[src/rtl/pipe_pkg.sv]
// rtl/pipe_pkg.sv - shared types and defaults for the pipeline stages
//
// Purpose : occupancy encoding and default payload width reused by every
//           pipeline stage (skid register, dff entries, interface).
// Contents: PIPE_WIDTH  default payload width
//           occ_t       EMPTY / ONE / FULL occupancy of a two-entry stage
package pipe_pkg;

  localparam int PIPE_WIDTH = 32;

  typedef enum logic [1:0] {
    EMPTY = 2'd0,
    ONE   = 2'd1,
    FULL  = 2'd2
  } occ_t;

endpackage

[src/rtl/pipe_skid_reg_if.sv]
// rtl/pipe_skid_reg_if.sv - handshake bundle for the skid register stage
//
// Purpose : groups the upstream and downstream valid/ready/data signals and
//           the flush strobe of one pipe_skid_reg.
// Ports   : flush                         synchronous clear of the stage
//           in_valid / in_ready / in_data upstream handshake
//           out_valid / out_ready / out_data downstream handshake
// Modports: slave  - the stage itself
//           master - the environment driving the stage
interface pipe_skid_reg_if
  import pipe_pkg::*;
#(
  parameter int WIDTH = PIPE_WIDTH
);

  logic             flush;
  logic             in_valid;
  logic             in_ready;
  logic [WIDTH-1:0] in_data;
  logic             out_valid;
  logic             out_ready;
  logic [WIDTH-1:0] out_data;

  modport slave (
    input  flush, in_valid, in_data, out_ready,
    output in_ready, out_valid, out_data
  );

  modport master (
    output flush, in_valid, in_data, out_ready,
    input  in_ready, out_valid, out_data
  );

endinterface

[src/rtl/pipe_dff_en.sv]
// rtl/pipe_dff_en.sv - one storage entry with sync reset, clear and enable
//
// Purpose : WIDTH-bit register; rst or clr load RESET_VAL, otherwise en loads d.
// Ports   : clk  clock
//           rst  synchronous active-high reset
//           clr  synchronous clear to RESET_VAL
//           en   load enable
//           d    next value
//           q    stored value
module pipe_dff_en
  import pipe_pkg::*;
#(
  parameter int               WIDTH     = PIPE_WIDTH,
  parameter logic [WIDTH-1:0] RESET_VAL = '0
) (
  input  logic             clk,
  input  logic             rst,
  input  logic             clr,
  input  logic             en,
  input  logic [WIDTH-1:0] d,
  output logic [WIDTH-1:0] q
);

  always_ff @(posedge clk) begin
    if (rst || clr) begin
      q <= RESET_VAL;
    end else if (en) begin
      q <= d;
    end
  end

endmodule

[src/rtl/pipe_skid_reg.sv]
// rtl/pipe_skid_reg.sv - two-entry skid register with registered ready
//
// Purpose : fully registered pipeline stage; in_ready and out_data/out_valid
//           come straight from flops so the stage cuts both the data and the
//           ready timing paths. Optional stall counter under PIPE_SKID_PERF_EN.
// Ports   : clk        clock
//           rst        synchronous active-high reset
//           bus        pipe_skid_reg_if.slave (flush, in_*, out_*)
//           stall_cnt  cycles with out_valid && !out_ready, saturating
//                      (present only when PIPE_SKID_PERF_EN is defined)
module pipe_skid_reg
  import pipe_pkg::*;
#(
  parameter int               WIDTH     = PIPE_WIDTH,
  parameter logic [WIDTH-1:0] RESET_VAL = '0
) (
  input  logic                 clk,
  input  logic                 rst,
  pipe_skid_reg_if.slave       bus
`ifdef PIPE_SKID_PERF_EN
  ,
  output logic [31:0]          stall_cnt
`endif
);

  occ_t             state;
  occ_t             state_nxt;
  logic             in_ready_q;
  logic             accept;
  logic             xfer;
  logic             main_en;
  logic             skid_en;
  logic [WIDTH-1:0] main_d;
  logic [WIDTH-1:0] main_q;
  logic [WIDTH-1:0] skid_q;

  assign accept = bus.in_valid && in_ready_q;
  assign xfer   = (state != EMPTY) && bus.out_ready;

  // In FULL the main register refills from the skid entry; otherwise the
  // only source for main is the incoming word.
  assign main_d = (state == FULL) ? skid_q : bus.in_data;

  always_comb begin
    state_nxt = state;
    main_en   = 1'b0;
    skid_en   = 1'b0;
    case (state)
      EMPTY: begin
        if (accept) begin
          main_en   = 1'b1;
          state_nxt = ONE;
        end
      end
      ONE: begin
        if (accept && xfer) begin
          main_en = 1'b1;
        end else if (accept) begin
          skid_en   = 1'b1;
          state_nxt = FULL;
        end else if (xfer) begin
          state_nxt = EMPTY;
        end
      end
      FULL: begin
        if (xfer) begin
          main_en   = 1'b1;
          state_nxt = ONE;
        end
      end
      default: state_nxt = EMPTY;
    endcase
  end

  // in_ready is computed from the next occupancy and registered, so it never
  // depends combinationally on out_ready.
  always_ff @(posedge clk) begin
    if (rst || bus.flush) begin
      state      <= EMPTY;
      in_ready_q <= 1'b1;
    end else begin
      state      <= state_nxt;
      in_ready_q <= (state_nxt != FULL);
    end
  end

  pipe_dff_en #(.WIDTH(WIDTH), .RESET_VAL(RESET_VAL)) u_main (
    .clk (clk),
    .rst (rst),
    .clr (bus.flush),
    .en  (main_en),
    .d   (main_d),
    .q   (main_q)
  );

  pipe_dff_en #(.WIDTH(WIDTH), .RESET_VAL(RESET_VAL)) u_skid (
    .clk (clk),
    .rst (rst),
    .clr (bus.flush),
    .en  (skid_en),
    .d   (bus.in_data),
    .q   (skid_q)
  );

  assign bus.in_ready  = in_ready_q;
  assign bus.out_valid = (state != EMPTY);
  assign bus.out_data  = main_q;

`ifdef PIPE_SKID_PERF_EN
  // Survives flush on purpose: it measures back-pressure across the run.
  always_ff @(posedge clk) begin
    if (rst) begin
      stall_cnt <= 32'd0;
    end else if (bus.out_valid && !bus.out_ready && (stall_cnt != 32'hFFFF_FFFF)) begin
      stall_cnt <= stall_cnt + 32'd1;
    end
  end
`endif

endmodule

[src/flat_wrapper.sv]
// flat-port wrapper written by rule: the top's interface ports become plain ports
module pipe_skid_reg_flat import pipe_pkg::*;
#(
  parameter int               WIDTH     = PIPE_WIDTH,
  parameter logic [WIDTH-1:0] RESET_VAL = '0
)
  (clk, rst, bus_flush, bus_in_valid, bus_in_data, bus_out_ready, bus_in_ready, bus_out_valid, bus_out_data);
  pipe_skid_reg_if #(.WIDTH(WIDTH)) bus_i ();
  input  logic clk;
  input  logic rst;
  input wire logic [$bits(bus_i.flush)-1:0] bus_flush;
  input wire logic [$bits(bus_i.in_valid)-1:0] bus_in_valid;
  input wire logic [$bits(bus_i.in_data)-1:0] bus_in_data;
  input wire logic [$bits(bus_i.out_ready)-1:0] bus_out_ready;
  output wire logic [$bits(bus_i.in_ready)-1:0] bus_in_ready;
  output wire logic [$bits(bus_i.out_valid)-1:0] bus_out_valid;
  output wire logic [$bits(bus_i.out_data)-1:0] bus_out_data;
  assign bus_i.flush = bus_flush;
  assign bus_i.in_valid = bus_in_valid;
  assign bus_i.in_data = bus_in_data;
  assign bus_i.out_ready = bus_out_ready;
  assign bus_in_ready = bus_i.in_ready;
  assign bus_out_valid = bus_i.out_valid;
  assign bus_out_data = bus_i.out_data;
  pipe_skid_reg #(.WIDTH(WIDTH), .RESET_VAL(RESET_VAL)) u_core (.clk(clk), .rst(rst), .bus(bus_i));
endmodule
[config.mk]
export PLATFORM = sky130hd
export DESIGN_NAME = pipe_skid_reg_flat
export DESIGN_NICKNAME = d
export VERILOG_FILES = /design/src/rtl/pipe_pkg.sv /design/src/rtl/pipe_skid_reg_if.sv /design/src/rtl/pipe_dff_en.sv /design/src/rtl/pipe_skid_reg.sv /design/src/flat_wrapper.sv
export SDC_FILE = /design/constraint.sdc
export NUM_CORES = 1
export LEC_CHECK = 0
export CAP_MARGIN = 0
export CORE_ASPECT_RATIO = 0.9
export CORE_MARGIN = 2
export CORE_UTILIZATION = 43
export CTS_CLUSTER_DIAMETER = 40
export DETAILED_ROUTE_END_ITERATION = 6
export PLACE_DENSITY_LB_ADDON = 0.15
export SLEW_MARGIN = 5
export SYNTH_ARGS = -nofsm -noshare
export SYNTH_HDL_FRONTEND = slang
export SYNTH_SLANG_ARGS = --single-unit
export TNS_END_PERCENT = 100
[constraint.sdc]
create_clock -name clk -period 1.3 [get_ports clk]
set_input_delay 0.195 -clock clk [delete_from_list [all_inputs] [get_ports clk]]
set_output_delay 0.195 -clock clk [all_outputs]
set_load 0.1 [all_outputs]
==> out/metrics.yaml <==
clock_network:
  clock_sinks: 67
  clock_latency_ns: 0.34
  cts.clk_slew.worst_paths_ns: 0.08
  clk_path_buf_depth: 2
  root_buffer: "clkbuf_8"
  hold_buffers: 0
  htreeDepth: 3
  cts_tree: "done"
  numCtsBuffers: 9
logic_synthesis:
  synthTopCellsByCount: "67 x dfxtp_1, 66 x nand2_1, 64 x a21oi_1, 33 x mux2i_1, 28 x o21ai_1"
  synthCells: 303
  synth_area_um2: 2640
  yosysMostFrequentCell: "dfxtp_1"
  syn_area_per_cell_um2: 8.73
  synth_edf_count: 0
  synth_largest_area_cell: "dfxtp_1"
  synthFlopType: "dfxtp_1"
  yosys-top-cells-area: "dfxtp_1 51%, mux2i_1 12%, a21oi_1 12%"
  synth_top_area_share_pct: 50.7
  yosys_register_bits: 67
  synthArstFlopShare_pct: 0
  synth_fp_nets: 340
  synth_seq_area_share_pct: 50.7
  ys_warn_count: 0
  ys_types: 22
placement:
  dp_cells: 434
  dp_hpwl_um: 4040
  finalWeightedCongestion: 0.701
  numPortBuffers: 70
sta:
  hold_viol: 0
  fmax_mhz: 713
  slew_viol_final: 0
  finalCritPeriodShare_pct: 108
  setup_violations: 65
  finClkSkew_ns: 0.00825
  rsz0062_at_grt: "true"
  relSlewSlack_pct: 82.1
  timing.final.ws_setup_ns: -0.102
  layout_min_cycle_time_ns: 1.40
  worstMarginPinSlew_ns: 0.260
outcome:
  status: "finished with violations"
  failed_checks: "negative setup slack"
global_route:
  grt_overflow: 0
  grtUsageTotal_pct: 22.0
  grt_max_degree: 34
  antenna_found_initial: 0
  grt_pass1_vias: 2489
  grt_pass1_wl_um: 11700
min_path:
  hold_depth: 3
  hp-start: "bus_in_data[17]"
  worst_hold_path.endpoint: "u_core.u_skid.q[17]"
  min_path_type: "in -> reg"
worst_setup_path:
  crit_path_end_kind: "output port"
  rr_startpoint: "u_core.state[0]"
  crit_start: "u_core.state[1]"
  startpoint_type: "register"
  crit_required_ns: 1.11
  worstPathArrival_ns: 1.21
  worstPathMaxFanout: 2
  crit_type: "reg -> out"
  rrSetupSlack_ns: -0.10
  timing.rr.end: "u_core.u_main.q[7]"
  r2r_cells: 7
pwr:
  p_leak_uw: 0.00186
  switchingPower_uw: 1510
  vdd_drop_max_mv: 0.776
  power.density_nw_per_um2: 1150
  switching_share_pct: 28.5
  seqPwrFrac_pct: 41.0
  internal-power_uw: 3770
  clockPowerShare_pct: 38.0
  pwr-share-comb_pct: 21.0
drt:
  drt_wl_total_um: 7660
  vias_per_cell: 5.41
  dr.pass1.iters: 5
  route.detailed.drc: 0
  ant_nets: 0
  vias: 2508
  drtIter0Drc: 100
  avgRoutedWirePerCell_um: 16.5
floorplanning:
  fp.dieH_um: 78.4
  dieArea_um2: 6790
  rows: 27
  initial_utilization_pct: 43.7
  io_pins: 71
  coreArea_um2: 6050
  die_w_um: 86.7
layout:
  fin_cells: 464
  finish.utilization_pct: 75.9
  nets: 424
  syn2layout_area_growth_pct: 73.6
  drive_above_1_share_pct: 34.7
  diodes: 0
flow_run:
  cap_violations: 0
## how the worst max path moves through the flow
stage	endpoint	cells after the start
after floorplan	u_core.u_skid.q[0]	6
after global placement	u_core.u_main.q[0]	6
after detailed placement	u_core.u_main.q[2]	6
after CTS	bus_out_valid	3
after global routing	u_core.u_main.q[7]	7
final	bus_out_valid	3
## registers in the layout (all words and copies together), names as in the netlist
| name | cells |
|---|---|
| u_core.u_main.q | 32 |
| u_core.u_skid.q | 32 |
| u_core.state | 2 |
| u_core.bus.in_ready | 1 |
## worst max-delay path: stages (launching register included)
cell	delay [ns]
dfxtp_4	0.36
buf_6	0.11
or2_4	0.23
buf_12	0.17
## cells in the final DEF (no fill, tap or decap), types with 2 or more instances in the layout
cell type	count
buf_12	45
clkdlybuf4s50_1	35
nand2_1	57
dfxtp_4	3
a21oi_2	28
clkbuf_8	9
o21ai_1	23
mux2i_1	33
dfxtp_1	64
buf_6	5
clkbuf_16	5
a21oi_1	35
nand2_2	8
clkinv_2	2
buf_4	5
bufinv_16	2
buf_16	2
o21ai_2	9
## kinds of logic after synthesis
kind of cell,after synthesis,synth area share [%]
and+or+nand+nor,77,12.1
muxes,33,12.5
buffers and inverters,26,4.78
AOI/OAI and AO/OA,100,19.9
DFF,67,50.7
## area by class of cell
type | instances | area, µm²
repair buffers | 98 | 1520
fillers | 384 | 1460
multi-input cells | 210 | 1390
flip-flops and latches | 67 | 1350
clock buffers | 10 | 149
well taps | 72 | 90.1
clock inverters | 6 | 86.3
inverters | 1 | 3.75
## power groups by stage
stage / Clock, µW / Sequential (µW) / Combinational [µW]
global route: 2110 / 2170 / 1160
floorplan: 0 / 2520 / 225
CTS: 2020 / 2160 / 1070
detailed placement: 0 / 2210 / 961
finish: 2000 / 2160 / 1110
global placement: 0 / 2210 / 955
## routing by layer
layer	track usage [%]	up-vias	part of all wire [%]
met5	0	-	0
met4	6.09	0	0.93
met2	37.4	83	50
li1	-	1212	-
met3	6.20	8	6.0
met1	27.1	1205	43
## metrics by stage
step	total power [µW]	setup TNS [ns]	setup WS (ns)	hold slack (ns)	area, µm²
3_3_place_gp	3160	-21.34	-0.378	0.440	3890
2_1_floorplan	2740	-9.89	-0.174	0.313	2710
3_5_place_dp	3170	-21.20	-0.360	0.446	3890
6_report	5280	-2.66	-0.102	0.429	4590
5_1_grt	5430	-6.68	-0.170	0.441	4590
4_1_cts	5250	-2.33	-0.0955	0.414	4350
## timing repair
item | 4_1_cts | 5_1_grt
pin swaps | 2 | 3
buffers inserted | 5 | 2
resized for setup | 30 | 36
cloned | 3 | 5
endpoints found under the setup margin | 49 | 66
Note: power is estimated with default switching activity, not from simulation.
